==> src/rtl/fetch_unit_pkg.sv <==
// Shared definitions for the instruction fetch stage: reset address,
// FSM encoding and instruction-word constants.
package fetch_unit_pkg;

    localparam int          INSTR_W          = 32;
    localparam logic [31:0] RESET_PC_DEFAULT = 32'h0000_0000;
    // Canonical NOP (addi x0, x0, 0) for decode bubble insertion.
    localparam logic [31:0] NOP_INSTR        = 32'h0000_0013;

    typedef enum logic {
        RUN  = 1'b0,
        HALT = 1'b1
    } state_t;

endpackage

==> src/rtl/fetch_fifo.sv <==
// Synchronous FIFO holding fetched {pc, instr} pairs for decode.
// The controller guarantees push only when not full and pop only when
// not empty; flush wins over push/pop and empties the queue in one cycle.
module fetch_fifo #(
    parameter int WIDTH = 64,
    parameter int DEPTH = 2
) (
    input  logic                     clk,
    input  logic                     rst,
    input  logic                     flush,
    input  logic                     push,
    input  logic                     pop,
    input  logic [WIDTH-1:0]         din,
    output logic [WIDTH-1:0]         head,
    output logic [$clog2(DEPTH):0]   count
);

    localparam int AW = $clog2(DEPTH);
    localparam int CW = AW + 1;

    logic [WIDTH-1:0] mem [DEPTH];
    logic [AW-1:0]    wr_ptr;
    logic [AW-1:0]    rd_ptr;

    // Pointer and occupancy bookkeeping; pointers wrap naturally (DEPTH is a power of two).
    always_ff @(posedge clk or negedge rst) begin
        if (!rst) begin
            wr_ptr <= '0;
            rd_ptr <= '0;
            count  <= '0;
        end else if (flush) begin
            wr_ptr <= '0;
            rd_ptr <= '0;
            count  <= '0;
        end else begin
            if (push) wr_ptr <= wr_ptr + AW'(1);
            if (pop)  rd_ptr <= rd_ptr + AW'(1);
            case ({push, pop})
                2'b10:   count <= count + CW'(1);
                2'b01:   count <= count - CW'(1);
                default: count <= count;
            endcase
        end
    end

    // Entry storage.
    // NOTE: the data array has no reset; an empty FIFO is defined by count,
    // and the head is masked downstream whenever nothing is valid.
    always_ff @(posedge clk) begin
        if (push && !flush) mem[wr_ptr] <= din;
    end

    assign head = mem[rd_ptr];

endmodule

==> src/rtl/fetch_unit.sv <==
// Instruction fetch stage: owns the fetch PC, the RUN/HALT FSM, the
// misaligned-redirect fault register and the FIFO push/pop/flush control.
module fetch_unit
    import fetch_unit_pkg::*;
#(
    parameter logic [31:0] RESET_PC = RESET_PC_DEFAULT,
    parameter int          DEPTH    = 2
) (
    input  logic        clk,
    input  logic        rst,
    output logic [31:0] o_imem_addr,
    input  logic [31:0] i_imem_instr,
    input  logic        i_redirect_valid,
    input  logic [31:0] i_redirect_pc,
    output logic        o_dec_valid,
    output logic [31:0] o_dec_instr,
    output logic [31:0] o_dec_pc,
    input  logic        i_dec_ready,
    output logic        o_fault,
    output logic [31:0] o_fault_pc
);

    localparam int             CW      = $clog2(DEPTH) + 1;
    localparam logic [CW-1:0]  DEPTH_C = CW'(DEPTH);

    state_t                    state;
    state_t                    state_next;
    logic [31:0]               fetch_pc;
    logic [CW-1:0]             count;
    logic [2*INSTR_W-1:0]      head;
    logic                      push;
    logic                      pop;
    logic                      misaligned;
    logic                      dec_valid;

    assign misaligned = (i_redirect_pc[1:0] != 2'b00);

    // Next-state and push decision; a redirect overrides everything.
    always_comb begin
        state_next = state;
        push       = 1'b0;
        if (i_redirect_valid) begin
            state_next = misaligned ? HALT : RUN;
        end else if (state == RUN) begin
            push = (count < DEPTH_C);
        end
    end

    // Head is hidden from decode during the redirect cycle itself.
    assign dec_valid   = (count != '0) && !i_redirect_valid;
    assign pop         = dec_valid && i_dec_ready;
    assign o_dec_valid = dec_valid;
    assign o_dec_pc    = dec_valid ? head[2*INSTR_W-1:INSTR_W] : 32'h0;
    assign o_dec_instr = dec_valid ? head[INSTR_W-1:0]         : 32'h0;
    assign o_imem_addr = fetch_pc;

    // FSM state register.
    // NOTE: all sequential state uses non-blocking assignments so every
    // register samples the values present before the clock edge.
    always_ff @(posedge clk or negedge rst) begin
        if (!rst) state <= RUN;
        else      state <= state_next;
    end

    // Fetch PC: redirect loads the word-aligned target, a push advances by one word.
    always_ff @(posedge clk or negedge rst) begin
        if (!rst)                  fetch_pc <= RESET_PC;
        else if (i_redirect_valid) fetch_pc <= {i_redirect_pc[31:2], 2'b00};
        else if (push)             fetch_pc <= fetch_pc + 32'd4;
    end

    // Fault pulse and sticky offending address for misaligned redirects.
    always_ff @(posedge clk or negedge rst) begin
        if (!rst) begin
            o_fault    <= 1'b0;
            o_fault_pc <= 32'h0;
        end else begin
            o_fault <= i_redirect_valid && misaligned;
            if (i_redirect_valid && misaligned) o_fault_pc <= i_redirect_pc;
        end
    end

    fetch_fifo #(
        .WIDTH (2*INSTR_W),
        .DEPTH (DEPTH)
    ) u_fifo (
        .clk   (clk),
        .rst   (rst),
        .flush (i_redirect_valid),
        .push  (push),
        .pop   (pop),
        .din   ({fetch_pc, i_imem_instr}),
        .head  (head),
        .count (count)
    );

endmodule

==> config.mk <==
export PLATFORM = sky130hd
export DESIGN_NAME = fetch_unit
export DESIGN_NICKNAME = d
export VERILOG_FILES = /design/src/rtl/fetch_unit_pkg.sv /design/src/rtl/fetch_fifo.sv /design/src/rtl/fetch_unit.sv
export SDC_FILE = /design/constraint.sdc
export NUM_CORES = 1
export LEC_CHECK = 0
export ABC_AREA = 1
export BUFFER_PORTS_ARGS = -buffer_cell sky130_fd_sc_hd__buf_4
export CAP_MARGIN = 20
export CORE_MARGIN = 2
export CORE_UTILIZATION = 49
export DETAILED_ROUTE_END_ITERATION = 12
export HOLD_SLACK_MARGIN = 0.05
export PLACE_DENSITY = 0.76
export SYNTH_ARGS = -nofsm -noshare
export SYNTH_HDL_FRONTEND = slang
export SYNTH_SLANG_ARGS = --single-unit
==> constraint.sdc <==
create_clock -name clk -period 4 [get_ports clk]
set_clock_uncertainty 0.2 [all_clocks]
set_input_delay 0.4 -clock clk [delete_from_list [all_inputs] [get_ports clk]]
set_output_delay 0.4 -clock clk [all_outputs]
set_load 0.05 [all_outputs]
**Yosys cells after proc, flatten, opt, wreduce, memory -nomap -nowiden**

Memory sizes are Yosys's and may differ from the RTL's.
Index checks and enable logic that the tools add are counted.

- Bits in writable memories: 128
- Bits of input ports: 68
- Memory bits (read-only): 0
- Latch bits: 0
- Register bits: 70
- Memories: 1

- Reduce and logical (&&, ||, !) cells: 10
- Add/sub/neg operators: 5
- $mul: 0
- Magnitude comparators: 1
- Multiplexer cells: 15
- Shift operators: 0
- Bitwise logic cells: 0
- Divide/modulo/power cells: 0
- Eq/ne operators: 2

Memory list:

| memory | words | width | rd ports | clocked after Yosys merged registers in | wr ports | RTL line | RTL |
|---|---|---|---|---|---|---|---|
| u_fifo.mem | 2 | 64 | 1 | 0 | 1 | fetch_fifo.sv:21 | `logic [WIDTH-1:0] mem [DEPTH];` |

Operators by type and width:

| cell | number |
|---|---|
| two-way mux 32 bit | 4 |
| adder 32 x 3 -> 32 bit (second input constant) | 1 |
| two-way mux 1 bit | 9 |
| nonzero test 2 bit | 4 |
| logical AND 1 bit | 4 |
| one-hot mux 2 bit (2 select lines) | 1 |
| nonzero test 3 bit | 1 |
| adder 1 bit (second input constant) | 2 |
| adder 2 x 1 -> 2 bit (second input constant) | 1 |
| == test 2 x 1 -> 1 bit (second input constant) | 1 |
| == test 2 bit (second input constant) | 1 |
| less-than comparator 2 bit (second input constant) | 1 |
| two-way mux 2 bit | 1 |
| subtractor 2 x 1 -> 2 bit (second input constant) | 1 |
| zero test 1 bit | 1 |

**Logic depth before layout (Yosys ltp)**

Gate-level depths: netlist of the first run.

- Depth in word-level cells: 6
- Mapped depth: 10
- Gate-level depth less buffers: 10

**Cells and area by module**

A second synthesis of the first run with hierarchy kept.

- Cells, all modules: 858
- Area total of the unflattened synthesis: 8999.9 um2

By module, submodules not included:

| module | cells an instance | area each (um2) | instances | sequential area each (um2) |
|---|---|---|---|---|
| fetch_fifo | 228 | 4979.8 | 1 | 3943.8 |
| fetch_unit | 630 | 4020.1 | 1 | 1601.5 |

**Least setup slack after synthesis of the first run**

OpenSTA, ideal clock, no wires.

- Kind: register to register
- From: reg u_fifo.count[1]
- To: mem u_fifo.mem[0][0], enable pin
- Arrival: 3.477 ns
- Period minus slack after synthesis: 4.161 ns
- Required time: 3.317 ns
- Buffers on the path: 0
- Stages on the path, launching flop included: 6
- Setup time: 0.483 ns
- Setup slack: -0.161 ns
- Cells stage by stage: dfrtp_1 nor2_2 inv_2 nor2_2 inv_1 nor2_1

- Longest elaborated chain between the ends: 6

Ends and longest elaborated chain:

| item | RTL line | RTL |
|---|---|---|
| from (decl) | fetch_fifo.sv:15 | `output logic [$clog2(DEPTH):0] count` |
| from (signal assigned) | fetch_fifo.sv:39 | `2'b10: count <= count + CW'(1);` |
| from (signal assigned) | fetch_fifo.sv:40 | `2'b01: count <= count - CW'(1);` |
| from (signal assigned) | fetch_fifo.sv:41 | `default: count <= count;` |
| less-than comparator 2 bit | fetch_unit.sv:45 | `push = (count < DEPTH_C);` |
| two-way mux 1 bit | fetch_unit.sv:44 | `end else if (state == RUN) begin` |
| two-way mux 1 bit | fetch_unit.sv:42 | `if (i_redirect_valid) begin` |
| logical AND 1 bit | fetch_fifo.sv:50 | `if (push && !flush) mem[wr_ptr] <= din;` |
| two-way mux 1 bit | fetch_fifo.sv:50 |  |
| two-way mux 1 bit (implied by the code) | fetch_fifo.sv:50 |  |
| to (decl) | fetch_fifo.sv:21 |  |

Every way passes these cells.

**Final worst setup path of the first run**

- From: in i_redirect_valid
- To: out o_dec_pc[23]

- Longest elaborated chain between the ends: 3

Ends and longest elaborated chain:

| item | RTL line | RTL |
|---|---|---|
| from (decl) | fetch_unit.sv:13 | `input logic i_redirect_valid,` |
| zero test 1 bit | fetch_unit.sv:50 | `assign dec_valid = (count != '0) && !i_redirect_valid;` |
| logical AND 1 bit | fetch_unit.sv:50 |  |
| two-way mux 32 bit | fetch_unit.sv:53 | `assign o_dec_pc = dec_valid ? head[2*INSTR_W-1:INSTR_W] : 32'h0;` |
| to (decl) | fetch_unit.sv:17 | `output logic [31:0] o_dec_pc,` |

Every way passes these cells.

==> PnR_summary.wiki, run 1 <==
{| class="wikitable"
! Metric !! Value
|-
| Largest family of logic cells by synthesized area || simple AND/OR/NAND/NOR gates
|-
| Final count of pins violating max slew || 0
|-
| Synth Area in XOR/XNOR || less than 1%
|-
| Global route total overflow || 0
|-
| Transition time at the pin with the least slew margin || around 0.87 ns
|-
| Sequential power share || a little under half
|-
| Fraction of power spent switching nets || 32.4%
|-
| Max-cap violations || 0
|-
| Clock insertion delay at the later pin of the skew report || 0.43 ns
|-
| Count of port buffers added during placement || 193
|-
| Global placer's final weighted congestion || 0.852
|-
| Area growth syn-to-layout || 30.8%
|-
| Overall die width || 138 µm
|-
| Largest stage delay, worst path || 0.53 ns
|-
| Synth async-reset ratio || between 30% and 40%
|-
| Pre-CTS setup slack || ~1.3 ns
|-
| Setup repair bufs after CTS || 0
|-
| Unrepaired setup endpoints after global routing || false
|-
| Proportion of synthesized chip area in sequential cells || 61.8%
|-
| HPWL after DPL || 13,900 µm
|-
| Fraction of layout cells with a size suffix above 1 || roughly 29%
|-
| Critical Path Most Common Cell || buf_4
|-
| Final worst setup slack || 1.08 ns
|-
| Antenna viol nets, final || 0
|-
| Complex-gate fraction of the synthesized area || 4.27%
|-
| Gr usage total || approximately 22%
|-
| Adder-cell area share of the yosys netlist || 0.142%
|-
| Distinct cells, synth || 34
|-
| Number of antenna violations at the first check in global routing || 0
|-
| Number of failing setup endpoints in the final timing report || 0
|-
| Number of global-route vias before repair || 6,556
|-
| Final critical-path share of the clock period || 73.0%
|-
| Minimum clock period || 2.92 ns
|-
| Post-Synthesis Cells || 856
|-
| Die Span Y || 138 µm
|-
| DRC violation count after routing || 0
|-
| Filler Cells Inserted || 1,351
|-
| Clk root buf || clkbuf_16
|-
| Clock sinks || 192
|-
| TritonCTS clock tree || done
|-
| IR Drop Worst-Case VDD || 299 µV
|-
| Initial cell density of the core || 50.4%
|-
| Total Routed Length || 20,700 µm
|-
| Number of detailed-route iterations in the first pass || 5
|-
| Final number of hold-violating endpoints || 0
|-
| CP endpoint kind || output pin
|-
| Leakage Power || 5.42 nW
|-
| Number of vias per cell after detailed routing || 4.95
|-
| Post-synth top flop || edfxtp_1
|-
| Clk slew on worst S/H paths || around 0.070 ns
|-
| Aggregate negative setup slack || 0 ns
|-
| List of cells traversed by the critical path || dlygate4sd3_1, buf_4, inv_2, nand2_1, inv_2, buf_4, nand2_1, inv_1, buf_4
|-
| Number of design-rule violations left by the first detailed-router iteration || 434
|-
| First-pass GRT wire length || 32,200 µm
|-
| Outcome || complete, no violations
|-
| HP Class || in -> reg
|-
| Clock share of power || 31.0%
|-
| Psw || roughly 0.0018 W
|-
| Arr. time, crit path || 2.32 ns
|-
| Number of buffers inserted during clock tree synthesis || 17
|-
| Overall die area || approximately 19,000 µm²
|-
| Total power divided by cell area || between 400 and 500 nW/µm²
|-
| Count of nets after finishing || 1,162
|-
| Maximum number of buffers from clock root to sink || 2
|-
| Number of buffer and inverter stages on the critical path || 7
|-
| Maximum fanout along the worst path || 23
|-
| Slowest CP cell || dlygate4sd3_1
|-
| Largest delay share family, worst path || buffers and inverters
|-
| Core Footprint || 17,400 µm²
|-
| F_max || 343 MHz
|-
| Startpoint kind of the worst setup timing path || input pin
|-
| Portion of total power attributed to combinational logic || 23.7%
|-
| Post-cts gate resize count || 0
|-
| Mapped cell area || 8780 µm²
|-
| Maximum number of pins on one net before global-route repair || 69
|-
| Count of warnings emitted by yosys || 0
|-
| Multiplexer share of the synthesized area || under 10%
|-
| P_int || between 0.003 and 0.004 W
|-
| # hold bufs at CTS || 46
|-
| Post-synthesis sequential element count || 192
|-
| Number of core rows || between 40 and 50
|-
| Final routed wire length divided by cell count || 15.6 µm
|-
| Number of flops mapped to enable cells by yosys || 124
|-
| Hold slack || 0.0632 ns
|-
| Req. time, crit path || 3.40 ns
|-
| Slew margin rel. || approximately two fifths
|-
| Path type of the worst setup path || in -> out
|-
| Number of antenna cells inserted || 0
|-
| DR vias || 6,590
|-
| Number of ports placed on the die boundary || 198
|-
| Avg Cell Area, Syn || 10.3 µm²
|-
| H-tree levels || 4
|-
| Basic-gate share of the synthesized area counting and, or, nand and nor cells || 16.8%
|-
| Post-layout power || 0.00540 W
|}
power groups by stage:
stage	clock, W	combinational [W]	sequential (W)
after floorplan	0	0.000607	0.00270
after global placement	0	0.00123	0.00248
after detailed placement	0	0.00124	0.00249
after CTS	0.00170	0.00128	0.00245
after global routing	0.00178	0.00137	0.00247
final	0.00167	0.00128	0.00245
worst paths after layout:
path	endpoint	start	depth (start not counted)	slack, ns
setup / recovery	o_dec_pc[23]	i_redirect_valid	9	1.08
hold / removal	o_fault_pc[21]	i_redirect_pc[21]	3	0.06
setup reg to reg	u_fifo.mem[0][14]	state	7	1.29
hold reg to reg	o_fault_pc[22]	o_fault_pc[22]	2	0.28
max in group asynchronous	u_fifo.rd_ptr	rst	2	2.56
min in group asynchronous	o_fault_pc[0]	rst	2	0.42
cell families (layout without fill, tap and decap cells):
family | Yosys count | in the layout
AO/OA/AOI/OAI | 66 | 66
other | 1 | 4
XOR/XNOR | 7 | 7
flip-flops | 192 | 192
AND/OR/NAND/NOR | 353 | 353
adder cells (fa/ha/maj) | 1 | 1
buffers and inverters | 174 | 421
multiplexers | 62 | 62
final cells by class:
class / count / area (µm²) / share of cell area [%]
clock buffer: 18 / 429 / 3.74
clock inverter: 14 / 159 / 1.38
inverter: 141 / 529 / 4.61
multi-input combinational: 493 / 2660 / 23.2
sequential: 192 / 5430 / 47.2
tap: 225 / 282 / 2.45
timing repair buffer: 248 / 2000 / 17.4
layout by cell type, fill, tap and decap left out, drive strengths merged, types with 2 or more instances in the layout:
master       count
o21bai           3
inv            145
buf            202
o21ai           39
o221ai           4
clkinv           7
nand3           31
edfxtp         124
nand3b           2
bufinv           2
nand2          255
a21oi            6
dlygate4sd3     46
dfrtp           68
clkbuf          18
nor2            62
xor2             5
o22ai           13
xnor2            2
mux2            62
conb             4
state kept, by name, summed over array words and instances (netlist names):
signal and flops:
o_fault 1, o_fault_pc 32, o_imem_addr 30, state 1, u_fifo.count 2, u_fifo.mem 124, u_fifo.rd_ptr 1, u_fifo.wr_ptr 1
cells in the mapped netlist, drive strengths merged (2+ instances only):
library cell	n	area [µm²]
xor2	5	43.8
dfrtp	68	1700
xnor2	2	17.5
o221ai	4	35.0
a21oi	6	30.0
nand3	31	160
nand3b	2	15.0
o21ai	39	199
clkbuf	4	15.0
edfxtp	124	3720
o21bai	3	22.5
buf	29	188
inv	141	529
nor2	62	297
nand2	255	985
mux2	62	698
o22ai	13	81.3
worst min-delay path: cells and delay by family:
kind | cells | cell delay (ns)
AO/OA/AOI/OAI | 1 | 0.14
buffers and inverters | 2 | 0.11
routing by layer:
metal	routed length [µm]	vias to the layer above	global-route usage [%]
met5	0	-	0
met4	730	0	10.6
met3	1340	55	4.53
met2	9950	237	37.2
met1	8730	3085	28.4
li1	-	3213	-
stage by stage:
stage                     utilization, %  std cells  cell area (µm²)
final                               66.0       1331            11500
after global routing                66.0       1331            11500
after CTS                           66.0       1331            11500
after detailed placement            59.9       1253            10400
after global placement              59.9       1253            10400
after floorplan                        -        859             8800
Power figures use the tool's default switching activity.
==> run 2: changes to the inputs <==
--- a/config.mk
+++ b/config.mk
@@ -5,11 +5,11 @@
 export SDC_FILE = /design/constraint.sdc
 export NUM_CORES = 1
 export LEC_CHECK = 0
-export ABC_AREA = 1
+export ABC_AREA = 0
 export BUFFER_PORTS_ARGS = -buffer_cell sky130_fd_sc_hd__buf_4
 export CAP_MARGIN = 20
 export CORE_MARGIN = 2
-export CORE_UTILIZATION = 49
+export CORE_UTILIZATION = 48
 export DETAILED_ROUTE_END_ITERATION = 12
 export HOLD_SLACK_MARGIN = 0.05
 export PLACE_DENSITY = 0.76
==> constraint.sdc (replaced) <==
create_clock -name clk -period 2.55 [get_ports clk]
set_clock_uncertainty 0.2 [all_clocks]
set_input_delay 0.255 -clock clk [delete_from_list [all_inputs] [get_ports clk]]
set_output_delay 0.255 -clock clk [all_outputs]
set_load 0.05 [all_outputs]
==> run 2 against run 1 <==
Against the previous run:
- routed wire length down 11%
- combinational power grew 31%
- via count down 19%
- setup slack got worse by 0.89 ns
- non-clock buffer count increased by 26
- register-to-register slack got worse by 1.0 ns
- global-route usage is 0.95 points lower
- clock-buffer cell count increased by 4
- area after synthesis shrank 11%
- design area decreased by 5.8%
- sequential share of layout area up 2.9 points
- worst hold slack improved by 0.022 ns
- highest routed layer unchanged
==> PnR_summary.wiki, run 2 <==
{| class="wikitable"
! Metric !! Value
|-
| Number of failing setup endpoints in the final timing report || 0
|-
| Minimum clock period || 2.36 ns
|-
| Total Routed Length || 18,400 µm
|-
| Unrepaired setup endpoints after global routing || false
|-
| Post-synthesis sequential element count || between 150 and 200
|-
| Commonest cells in the netlist || edfxtp_1 (124), nor2_1 (73), dfrtp_1 (68)
|-
| Path type of the worst setup path || reg -> out
|-
| Final number of hold-violating endpoints || 0
|-
| Synth async-reset ratio || between 30% and 40%
|-
| Maximum number of buffers from clock root to sink || 2
|-
| H-tree levels || 4
|-
| DR vias || around 5,300
|-
| Number of core rows || 46
|-
| IR Drop Worst-Case VDD || approximately 430 µV
|-
| Largest delay share family, worst path || flip-flops
|-
| Number of buffers inserted during clock tree synthesis || 17
|-
| Aggregate negative setup slack || 0 ns
|-
| Outcome || complete, no violations
|-
| Req. time, crit path || 2.10 ns
|-
| Global placer's final weighted congestion || 0.895
|-
| Largest stage delay, worst path || around 0.64 ns
|-
| Maximum fanout along the worst path || 30
|-
| F_max || ~420 MHz
|-
| Maximum number of pins on one net before global-route repair || 64
|-
| TritonCTS clock tree || done
|-
| Clock sinks || 192
|-
| Number of global-route vias before repair || approximately 5,600
|-
| HP Class || in -> reg
|-
| Count of warnings emitted by yosys || 0
|-
| Mapped cell area || 7850 µm²
|-
| Number of antenna cells inserted || 0
|-
| DRC violation count after routing || 0
|-
| Number of ports placed on the die boundary || 198
|-
| Register ranked first by flip-flop count || u_fifo.mem
|-
| Filler Cells Inserted || 1,102
|-
| Clock insertion delay at the later pin of the skew report || 0.42 ns
|-
| Multi-input logic area || 2300 µm²
|-
| Antenna viol nets, final || 0
|-
| Slowest CP cell || dfrtp_4
|-
| Sequential cell area || 5430 µm²
|-
| Number of flops mapped to enable cells by yosys || 124
|-
| CP endpoint kind || output pin
|-
| Leakage Power || 4.31 nW
|-
| Initial cell density of the core || 49.2%
|-
| Most used cells in the layout excluding fill and tap cells || buf_4 (204), edfxtp_1 (124), nor2_1 (73), dlygate4sd3_1 (67), dfrtp_1 (67)
|-
| Fraction of layout cells with a size suffix above 1 || 33.6%
|-
| Largest area contributor in the netlist || edfxtp_1
|-
| Final worst setup slack || approximately 0.19 ns
|-
| Number of design-rule violations left by the first detailed-router iteration || between 300 and 400
|-
| Core Footprint || 15,900 µm²
|-
| Transition time at the pin with the least slew margin || 0.599 ns
|-
| Avg Cell Area, Syn || 14.1 µm²
|-
| Proportion of synthesized chip area in sequential cells || 69.1%
|-
| Post-Synthesis Cells || 558
|-
| Gr usage total || 21.5%
|-
| Area growth syn-to-layout || 37.9%
|-
| Post-synth top flop || edfxtp_1
|-
| Final count of pins violating max slew || 0
|-
| Overall die width || 132 µm
|-
| Count of port buffers added during placement || 193
|-
| Overall die area || 17,400 µm²
|-
| Number of detailed-route iterations in the first pass || 4
|-
| Distinct cells, synth || 42
|-
| Count of placed standard cells including taps || 953
|-
| Final routed wire length divided by cell count || 17.5 µm
|-
| Clk root buf || clkbuf_16
|-
| Number of vias per cell after detailed routing || 5.04
|-
| Slew margin rel. || 60.1%
|-
| Number of antenna violations at the first check in global routing || 0
|-
| Die Span Y || roughly 130 µm
|-
| Max-cap violations || 0
|-
| Startpoint kind of the worst setup timing path || flop
|-
| Final critical-path share of the clock period || 92.5%
|-
| Most common cell after layout, fill and taps aside || buf_4
|-
| List of cells traversed by the critical path || buf_12, mux2i_1, nor2_1, buf_4
|-
| Total power divided by cell area || roughly 730 nW/µm²
|-
| Number of buffer and inverter stages on the critical path || 2
|-
| Largest register FFs || about 120
|-
| Pre-CTS setup slack || 0.334 ns
|-
| Global route total overflow || 0
|-
| Top-count cell post-synth || edfxtp_1
|-
| First-pass GRT wire length || just under 30,000 µm
|-
| Arr. time, crit path || around 1.9 ns
|-
| Clk slew on worst S/H paths || 0.07 ns
|-
| Count of nets after finishing || 892
|-
| Synth area leaders || edfxtp_1 (47%), dfrtp_1 (22%), mux2i_1 (8.0%), mux2_2 (4.3%), nor2_1 (3.5%)
|-
| Setup repair bufs after CTS || 0
|-
| Non-filler cells in the finished layout || around 1,100
|-
| Post-layout power || 0.00788 W
|-
| HPWL after DPL || approximately 12,000 µm
|-
| Share of the synthesized area in the top cell type || 47.4%
|}
run 2: cells by family after synthesis:
| logic type | Yosys count | share of synthesized area, % |
|---|---|---|
| DFF | 192 | 69.1 |
| and+or+nand+nor | 165 | 10.2 |
| muxes | 93 | 12.3 |
| AOI/OAI and AO/OA | 39 | 2.55 |
| buffers and inverters | 37 | 2.25 |
| xor gates and xnor gates | 30 | 3.35 |
| adders and majority gates | 1 | 0.159 |
| other | 1 | 0.0478 |
run 2: power breakdown:
part	switching (W)	internal (W)	total, W
logic	0.00109	0.000594	0.00168
registers	0.000186	0.00358	0.00377
clock network	0.00107	0.00137	0.00244
total	0.00234	0.00554	0.00788
run 2: layout make-up:
type / instances / area share (%)
clock buffer: 22 / 4.20
clock inverter: 10 / 0.821
inverter: 6 / 0.208
multi-input combinational: 332 / 21.2
sequential: 192 / 50.1
tap: 216 / 2.50
timing repair buffer: 274 / 20.9
run 2: routing by layer:
layer	routed length, µm	vias to the layer above	GRT usage (%)
li1	-	2513	-
met1	7660	2577	26.5
met2	9290	186	36.6
met3	997	31	4.42
met4	431	0	9.78
met5	0	-	0
run 2: worst paths after layout:
kind | startpoint | endpoint | slack [ns] | cells after the start
setup / recovery | u_fifo.rd_ptr | o_dec_pc[2] | 0.19 | 4
hold / removal | i_redirect_valid | o_fault_pc[0] | 0.08 | 3
setup reg to reg | o_imem_addr[3] | o_imem_addr[26] | 0.26 | 6
hold reg to reg | o_fault_pc[0] | o_fault_pc[0] | 0.30 | 2
max in group asynchronous | rst | o_fault | 1.34 | 3
min in group asynchronous | rst | o_fault_pc[11] | 0.18 | 2
run 2: timing repair:
action,in CTS,in global routing
hold endpoints to repair,172,0
hold buffers,67,0
resized for setup,0,0
run 2: worst min-delay path, cell delays in order:
cell	delay (ns)
buf_4	0.25
nand2_1	0.11
nand2_1	0.05
run 2: through the flow:
stage	hold slack, ns	util [%]	instance area (µm²)
2_1_floorplan	-0.241	-	7890
3_3_place_gp	0.0913	60.3	9610
3_5_place_dp	0.108	60.3	9610
4_1_cts	0.0862	67.9	10800
5_1_grt	0.126	67.9	10800
6_report	0.0848	67.9	10800
